<file path="src/rtl/upsample_pkg.sv">
// Shared types and constants for the 6-tap chroma upsampling controller.
package upsample_pkg;

   typedef enum logic [3:0] {
      ST_IDLE,
      ST_LOAD,
      ST_ACC0,
      ST_ACC1,
      ST_ACC2,
      ST_ACC3,
      ST_ACC4,
      ST_ACC5,
      ST_DONE
   } state_e;

   localparam int          N_TAPS     = 6;
   localparam int          COEF_OUTER = 21;
   localparam int          COEF_MID   = 52;
   localparam int          COEF_INNER = 159;
   // Taps 1 and 4 carry the negative coefficients.
   localparam logic [5:0]  SUB_MASK   = 6'b010010;
   localparam int          ROUND_BIAS = 128;
   localparam int          OUT_SHIFT  = 8;

endpackage

</file>
<file path="src/rtl/milestone1_mac.sv">
// Shared accumulate/subtract MAC: loads a default, or adds/subtracts a value each enabled cycle.
module milestone1_mac #(
   parameter int ACC_W = 32
) (
   input  logic             Clock_50,
   input  logic             Resetn,
   input  logic             enable_ffn,
   input  logic             use_default,
   input  logic             subtract,
   input  logic [ACC_W-1:0] reset_parameter,
   input  logic [ACC_W-1:0] value,
   output logic [ACC_W-1:0] result
);

   logic [ACC_W-1:0] acc_q;
   logic [ACC_W-1:0] acc_d;

   always_comb begin
      acc_d = acc_q;
      if (use_default)
         acc_d = reset_parameter;
      else if (subtract)
         acc_d = acc_q - value;
      else
         acc_d = acc_q + value;
   end

   always_ff @(posedge Clock_50 or negedge Resetn) begin
      if (!Resetn)
         acc_q <= '0;
      else if (!enable_ffn)
         acc_q <= acc_d;
   end

   assign result = acc_q;

endmodule

</file>
<file path="src/rtl/upsample_fir_ctrl.sv">
// Sequences one 6-tap interpolation on the shared MAC and presents the clipped 8-bit result.
//
// state | meaning
// IDLE  | in_ready high, waiting for a tap group
// LOAD  | MAC loads the rounding bias
// ACCk  | MAC adds/subtracts |coef[k]| * sample[k]
// DONE  | out_valid high, waiting for out_ready
module upsample_fir_ctrl
   import upsample_pkg::*;
#(
   parameter int SAMPLE_W = 8,
   parameter int ACC_W    = 32
) (
   input  logic                       Clock_50,
   input  logic                       Resetn,
   input  logic                       in_valid,
   output logic                       in_ready,
   input  logic [N_TAPS*SAMPLE_W-1:0] in_samples,
   output logic                       out_valid,
   input  logic                       out_ready,
   output logic [SAMPLE_W-1:0]        out_data,
   output logic [ACC_W-1:0]           out_raw
);

   localparam logic [ACC_W-1:0] C_OUTER = ACC_W'(COEF_OUTER);
   localparam logic [ACC_W-1:0] C_MID   = ACC_W'(COEF_MID);
   localparam logic [ACC_W-1:0] C_INNER = ACC_W'(COEF_INNER);
   localparam logic [ACC_W-1:0] C_BIAS  = ACC_W'(ROUND_BIAS);

   state_e                      state_q, state_d;
   logic [N_TAPS*SAMPLE_W-1:0]  samples_q;
   logic [2:0]                  tap_idx;
   logic [SAMPLE_W-1:0]         tap_smp;
   logic [ACC_W-1:0]            tap_ext;
   logic [ACC_W-1:0]            mac_value;
   logic                        mac_en_n, mac_default, mac_sub;
   logic [ACC_W-1:0]            acc;
   logic                        accepting;

   assign accepting = in_valid && in_ready;

   always_ff @(posedge Clock_50 or negedge Resetn) begin
      if (!Resetn)
         state_q <= ST_IDLE;
      else
         state_q <= state_d;
   end

   always_comb begin
      state_d = state_q;
      case (state_q)
         ST_IDLE: if (accepting) state_d = ST_LOAD;
         ST_LOAD: state_d = ST_ACC0;
         ST_ACC0: state_d = ST_ACC1;
         ST_ACC1: state_d = ST_ACC2;
         ST_ACC2: state_d = ST_ACC3;
         ST_ACC3: state_d = ST_ACC4;
         ST_ACC4: state_d = ST_ACC5;
         ST_ACC5: state_d = ST_DONE;
         ST_DONE: if (out_ready) state_d = ST_IDLE;
         default: state_d = ST_IDLE;
      endcase
   end

   always_comb begin
      in_ready    = 1'b0;
      out_valid   = 1'b0;
      mac_en_n    = 1'b1;
      mac_default = 1'b0;
      mac_sub     = 1'b0;
      tap_idx     = 3'd0;
      case (state_q)
         ST_IDLE: in_ready  = 1'b1;
         ST_DONE: out_valid = 1'b1;
         ST_LOAD: begin
            mac_en_n    = 1'b0;
            mac_default = 1'b1;
         end
         ST_ACC0: begin mac_en_n = 1'b0; tap_idx = 3'd0; end
         ST_ACC1: begin mac_en_n = 1'b0; tap_idx = 3'd1; end
         ST_ACC2: begin mac_en_n = 1'b0; tap_idx = 3'd2; end
         ST_ACC3: begin mac_en_n = 1'b0; tap_idx = 3'd3; end
         ST_ACC4: begin mac_en_n = 1'b0; tap_idx = 3'd4; end
         ST_ACC5: begin mac_en_n = 1'b0; tap_idx = 3'd5; end
         default: ;
      endcase
      if (!mac_en_n && !mac_default)
         mac_sub = SUB_MASK[tap_idx];
   end

   always_ff @(posedge Clock_50 or negedge Resetn) begin
      if (!Resetn)
         samples_q <= '0;
      else if (accepting)
         samples_q <= in_samples;
   end

   // Constant multiply per tap select; the sign is applied by the MAC subtract input.
   always_comb begin
      tap_smp = samples_q[int'(tap_idx)*SAMPLE_W +: SAMPLE_W];
      tap_ext = {{(ACC_W-SAMPLE_W){1'b0}}, tap_smp};
      case (tap_idx)
         3'd0, 3'd5: mac_value = tap_ext * C_OUTER;
         3'd1, 3'd4: mac_value = tap_ext * C_MID;
         default:    mac_value = tap_ext * C_INNER;
      endcase
   end

   milestone1_mac #(.ACC_W(ACC_W)) u_mac (
      .Clock_50        (Clock_50),
      .Resetn          (Resetn),
      .enable_ffn      (mac_en_n),
      .use_default     (mac_default),
      .subtract        (mac_sub),
      .reset_parameter (C_BIAS),
      .value           (mac_value),
      .result          (acc)
   );

   always_comb begin
      if (acc[ACC_W-1])
         out_data = '0;
      else if (|acc[ACC_W-2:SAMPLE_W+OUT_SHIFT])
         out_data = '1;
      else
         out_data = acc[SAMPLE_W+OUT_SHIFT-1:OUT_SHIFT];
   end

   assign out_raw = acc;

endmodule

</file>
<file path="config.mk">
export PLATFORM = sky130hd
export DESIGN_NAME = upsample_fir_ctrl
export DESIGN_NICKNAME = d
export VERILOG_FILES = /design/src/rtl/upsample_pkg.sv /design/src/rtl/milestone1_mac.sv /design/src/rtl/upsample_fir_ctrl.sv
export SDC_FILE = /design/constraint.sdc
export NUM_CORES = 1
export LEC_CHECK = 0
export CAP_MARGIN = 5
export CORE_ASPECT_RATIO = 1.4
export CORE_UTILIZATION = 63
export DETAILED_ROUTE_END_ITERATION = 7
export PLACE_DENSITY = 0.95
export REMOVE_ABC_BUFFERS = 1
export SYNTH_ARGS = -nofsm -noshare
export SYNTH_HDL_FRONTEND = slang
export SYNTH_HIERARCHICAL = 1
export SYNTH_SLANG_ARGS = --single-unit
</file>
<file path="constraint.sdc">
create_clock -name Clock_50 -period 17.6 [get_ports Clock_50]
set_input_delay 1.76 -clock Clock_50 [delete_from_list [all_inputs] [get_ports Clock_50]]
set_output_delay 1.76 -clock Clock_50 [all_outputs]
set_load 0.005 [all_outputs]
</file>
==> results.py, run 1 <==
metrics = {
    "global_route": {
        "antenna_found_initial": 0,
        "grt_max_degree": 63,
        "grt_pass1_wl_um": 39410,
        "track_usage": 0.3507,
        "grt_pass1_vias": 8300,
        "grt_overflow": 0,
    },
    "placement": {
        "post-dp-hpwl_um": 18610,
        "port-buffer-count": 93,
        "place_congestion": 0.9775,
    },
    "worst_setup_path": {
        "critPathMaxFanout": 27,
        "crit_slowest_cell": "dfrtp_1",
        "startpoint_type": "flip-flop",
        "end_kind": "flip-flop",
        "worstPathRequired_ns": 17.85,
        "max_stage_delay_ns": 1.03,
        "arrival_ns": 10.73,
        "worst-setup-path-type": "reg2reg",
        "crit_family": "simple AND/OR/NAND/NOR gates",
        "cp.buffers_inverters": 4,
    },
    "worst_hold_path": {
        "hold_class": "reg2reg",
    },
    "final_layout": {
        "area.growth.synth_to_final_pct": 18.28,
        "layout_common_cells": "ha_1, inv_1, clkdlybuf4s50_1",
        "final_nets": 1335,
        "final_common_cell": "ha_1",
        "fillers": 906,
        "antenna_cells": 0,
        "drive_above_1_share": 0.08594,
    },
    "clocking": {
        "clk_pin_slew_worst_paths_ns": 0.08,
        "postCtsHoldBufs": 0,
        "cts_htree_levels": 3,
        "post_cts_buffers": 0,
        "numCtsBuffers": 9,
        "cts_resized": 0,
        "cts_tree": "yes",
        "root_buffer": "clkbuf_16",
        "clock_sinks": 84,
        "cts_buffer_depth": 2,
        "clock_latency_ns": 0.36,
    },
    "timing": {
        "maxSlewViolCount": 0,
        "hold_viol": 0,
        "setup_viol": 0,
        "fmax_mhz": 95.41,
        "fin_worst_skew_ns": 0.01317,
        "slew-limit-headroom": 0.2736,
        "fin_crit_sh": 0.5955,
        "period_needed_ns": 10.48,
        "rsz0062_at_grt": "false",
        "tns_ns": 0,
        "tightest_slew_ns": 1.086,
    },
    "detailed_routing": {
        "drc": 1,
        "vias": 8066,
        "wire_per_inst_um": 18.29,
        "drt-total-wl_um": 24450,
        "viasPerCell": 6.033,
        "postRouteAntennaNets": 0,
        "dr.pass1.iters": 8,
        "dr.first_iter.drc_count": 508,
    },
    "yosys": {
        "ys_warn_count": 6,
        "syn_area_per_cell_sq_um": 8.914,
        "synth_cell_types": 77,
        "synth_top_cell_by_area": "dfrtp_1",
        "synthFlopType": "dfrtp_1",
        "ys_seq_elements": 84,
        "netlist_area_sq_um": 8914,
        "synth_area_leaders": "dfrtp_1, ha_1, fa_1",
        "syn_inst": 1000,
        "yosys.area.top_type_share": 0.2358,
        "synth_edf_count": 0,
        "async_reset_ff_frac": 1.000,
        "seq_area_frac_synth": 0.2358,
    },
    "floorplan": {
        "dieArea_sq_um": 14640,
        "rows": 51,
        "coreArea_sq_um": 13850,
        "ioPinCount": 94,
        "start_util": 0.6437,
        "dieWidth_um": 102.5,
        "die_y_um": 142.7,
    },
    "run_status": {
        "status": "finished, violations left",
        "violations": "DRC",
    },
    "job": {
        "cap_violations": 0,
    },
}
per-stage QoR:
stage	worst slack (ns)	hold slack, ns	utilization	instances	area, sq um
2_1_floorplan	8.544	0.4564	-	1040	9050
3_3_place_gp	7.780	0.4708	0.7396	1321	10240
5_1_grt	6.424	0.5250	0.7614	1337	10540
4_1_cts	7.334	0.5030	0.7614	1337	10540
3_5_place_dp	7.362	0.4864	0.7396	1321	10240
6_report	7.119	0.5029	0.7614	1337	10540
registers in the layout, indices dropped and copies added, names as in the netlist:
| name | cells |
|---|---|
| state_q | 4 |
| u_mac/result | 32 |
| samples_q | 48 |
metal layers:
metal	part of all wire	track usage	wire length, um	vias to the layer above
li1	-	-	-	3755
met1	0.35	0.3559	8517	3848
met2	0.54	0.6509	13310	353
met3	0.042	0.04601	1022	110
met4	0.065	0.2353	1597	0
met5	0	0	0	-
kinds of logic after synthesis:
group           count (synthesis)  synth area share
simple gates                  235            0.1276
xor+xnor                       83           0.08155
fa+ha+maj                     136            0.2153
compound gates                248            0.1790
flops                          84            0.2358
other cells                     2         0.0008425
buf+inv                       129           0.05587
mux                            83            0.1040
area by class of cell:
class	instances	area, sq um	area share
Multi-Input combinational cell	856	6581	0.6243
Sequential cell	84	2102	0.1994
Timing Repair Buffer	96	950.9	0.09020
Inverter	100	375.4	0.03560
Tap cell	185	231.5	0.02196
Clock buffer	9	225.2	0.02136
Clock inverter	7	76.32	0.007240
worst paths after layout:
path,slack (ns),cells past startpoint,endpoint,from
max in group asynchronous,15.21,2,samples_q[45]$_DFFE_PN0P_,Resetn
min in group asynchronous,1.29,1,u_mac/result[29]$_DFFE_PN0N_,Resetn
max,7.12,37,u_mac/result[29]$_DFFE_PN0N_,state_q[0]$_DFFE_PN0P_
min reg2reg,0.50,1,samples_q[26]$_DFFE_PN0P_,samples_q[26]$_DFFE_PN0P_
max reg2reg,7.12,37,u_mac/result[29]$_DFFE_PN0N_,state_q[0]$_DFFE_PN0P_
min,0.50,1,samples_q[26]$_DFFE_PN0P_,samples_q[26]$_DFFE_PN0P_
cells in the mapped netlist, types with 15 or more instances:
library cell	instances
ha_1	107
inv_1	94
a21oi_1	87
dfrtp_1	84
nand2_1	70
nor2_1	68
xnor2_1	61
o21ai_0	55
mux2_2	46
fa_1	29
mux2_1	27
xor2_1	22
nand2b_1	15
nor3_1	15
Power of run 1 is not shown: default switching activity piles up to over one toggle a cycle in this logic, so the estimate is an artifact.
==> inputs of run 2 (changes only) <==
--- a/config.mk
+++ b/config.mk
@@ -7,9 +7,9 @@
 export LEC_CHECK = 0
 export CAP_MARGIN = 5
 export CORE_ASPECT_RATIO = 1.4
-export CORE_UTILIZATION = 63
+export CORE_UTILIZATION = 59
 export DETAILED_ROUTE_END_ITERATION = 7
-export PLACE_DENSITY = 0.95
+export PLACE_DENSITY = 0.91
 export REMOVE_ABC_BUFFERS = 1
 export SYNTH_ARGS = -nofsm -noshare
 export SYNTH_HDL_FRONTEND = slang
==> constraint.sdc (replaced) <==
create_clock -name Clock_50 -period 11 [get_ports Clock_50]
set_input_delay 1.1 -clock Clock_50 [delete_from_list [all_inputs] [get_ports Clock_50]]
set_output_delay 1.1 -clock Clock_50 [all_outputs]
set_load 0.005 [all_outputs]
==> run 2 against run 1 <==
  * The run now ends clean
  * Via count decreased by 0.21%
  * Critical path depth increased by 1
  * Global-route usage decreased by 4.0 points
  * Register-to-register slack got worse by 6.2 ns
  * Die area increased by 6.7%
  * Flip-flop and latch count unchanged
  * Sequential share of layout area about the same
  * Core utilization decreased by 4.0 points
  * Setup slack got worse by 6.2 ns
  * First-iteration DRC count decreased by 4.1%
  * Critical endpoint is now u_mac/result[31]$_DFFE_PN0N_
  * Largest cell class unchanged
==> results.py, run 2 (synthesis results as in run 1) <==
metrics = {
    "worst_setup_path": {
        "cp.buffers_inverters": 4,
        "timing.rr.end": "u_mac/result[31]$_DFFE_PN0N_",
        "rrSetupSlack_ns": 0.89,
        "max_stage_delay_ns": 0.69,
        "startpoint_type": "flip-flop",
        "critPathMaxFanout": 17,
        "reg2reg_from": "state_q[0]$_DFFE_PN0P_",
        "arrival_ns": 10.30,
        "end_kind": "flip-flop",
        "crit_slowest_cell": "dfrtp_1",
        "path_depth": 38,
        "crit_family": "compound AO/OA/AOI/OAI gates",
        "worst-setup-path-type": "reg2reg",
        "startpoint": "state_q[0]$_DFFE_PN0P_",
        "worstPathRequired_ns": 11.19,
        "worst_r2r_path_depth": 38,
    },
    "final_layout": {
        "area.growth.synth_to_final_pct": 18.50,
        "final_nets": 1337,
        "postLayoutCoreUtil": 0.7215,
        "drive_above_1_share": 0.08752,
        "antenna_cells": 0,
        "largest_reg_flops": 48,
        "fillers": 1063,
        "top_register": "samples_q",
        "final_common_cell": "ha_1",
        "layout_common_cells": "ha_1, inv_1, clkdlybuf4s50_1",
    },
    "clocking": {
        "cts_resized": 0,
        "clk_pin_slew_worst_paths_ns": 0.08,
        "cts_tree": "yes",
        "cts_htree_levels": 3,
        "post_cts_buffers": 0,
        "root_buffer": "clkbuf_16",
        "postCtsHoldBufs": 0,
        "clock_sinks": 84,
        "cts_buffer_depth": 2,
        "clock_latency_ns": 0.36,
        "numCtsBuffers": 9,
    },
    "floorplan": {
        "ioPinCount": 94,
        "dieWidth_um": 105.9,
        "die_y_um": 147.4,
        "dieArea_sq_um": 15610,
        "rows": 52,
        "start_util": 0.6089,
        "coreArea_sq_um": 14640,
    },
    "global_route": {
        "grt_pass1_vias": 8184,
        "gr-usage-met3": 0.04586,
        "grt_pass1_wl_um": 38480,
        "grt_max_degree": 64,
        "grt_overflow": 0,
        "grt_use_met2": 0.5869,
        "top_usage_layer": "met2",
        "track_usage": 0.3112,
        "grt_util_met1": 0.3171,
        "antenna_found_initial": 0,
    },
    "detailed_routing": {
        "drt-total-wl_um": 23420,
        "vias": 8049,
        "dr.first_iter.drc_count": 487,
        "postRouteAntennaNets": 0,
        "wire_per_inst_um": 17.44,
        "drc": 0,
        "dr.pass1.iters": 5,
        "viasPerCell": 5.993,
    },
    "timing": {
        "hold_viol": 0,
        "tightest_slew_ns": 1.065,
        "maxSlewViolCount": 0,
        "slew-limit-headroom": 0.2873,
        "fin_worst_skew_ns": 0.01016,
        "setup_viol": 0,
        "fmax_mhz": 98.91,
        "tns_ns": 0,
        "rsz0062_at_grt": "false",
        "fin_crit_sh": 0.9191,
        "period_needed_ns": 10.11,
    },
    "worst_hold_path": {
        "min_to": "samples_q[11]$_DFFE_PN0P_",
        "hold_class": "reg2reg",
        "hold_depth": 1,
        "hold_path_startpoint": "samples_q[11]$_DFFE_PN0P_",
    },
    "run_status": {
        "status": "finished clean",
    },
    "job": {
        "cap_violations": 0,
    },
    "placement": {
        "port-buffer-count": 93,
        "place_congestion": 0.9897,
        "post-dp-hpwl_um": 18040,
    },
}
[run 2: worst register-to-register path, delay by kind of cell, from the launching register on]
| family | cells | cell delay, ns |
|---|---|---|
| and+or+nand+nor | 10 | 2.48 |
| buffers and inverters | 4 | 0.48 |
| DFF | 1 | 0.69 |
| xor gates and xnor gates | 3 | 0.52 |
| muxes | 2 | 0.70 |
| AOI/OAI and AO/OA | 13 | 2.59 |
| adders and majority gates | 6 | 2.46 |
[run 2: worst max-delay path by stage]
stage,end,slack [ns]
6_report,u_mac/result[31]$_DFFE_PN0N_,0.89
5_1_grt,u_mac/result[30]$_DFFE_PN0N_,0.27
3_3_place_gp,u_mac/result[29]$_DFFE_PN0N_,1.45
2_1_floorplan,u_mac/result[29]$_DFFE_PN0N_,1.94
4_1_cts,u_mac/result[29]$_DFFE_PN0N_,1.14
3_5_place_dp,u_mac/result[29]$_DFFE_PN0N_,1.26
[run 2: final cells by class]
class / instances / area, sq um / area share
multi-input combinational: 856 / 6581 / 0.6231
sequential: 84 / 2102 / 0.1990
timing repair buffer: 98 / 965.9 / 0.09145
inverter: 100 / 375.4 / 0.03554
tap: 189 / 236.5 / 0.02239
clock buffer: 9 / 225.2 / 0.02132
clock inverter: 7 / 76.32 / 0.007226
[run 2: stage by stage]
step                      std cells  area, sq um  hold slack, ns  worst slack, ns
after floorplan                1040         9050          0.4564            1.944
after global placement         1327        10260          0.4696            1.447
after detailed placement       1327        10260          0.4858            1.258
after CTS                      1343        10560          0.5006            1.138
after global routing           1343        10560          0.5109           0.2702
final                          1343        10560          0.5001           0.8894
[run 2: layer usage]
metal | routed length [um] | part of all wire
met4 | 1397 | 0.060
met1 | 8338 | 0.36
met3 | 1097 | 0.047
met2 | 12590 | 0.54
met5 | 0 | 0
Power of run 2 is left out for the same reason.
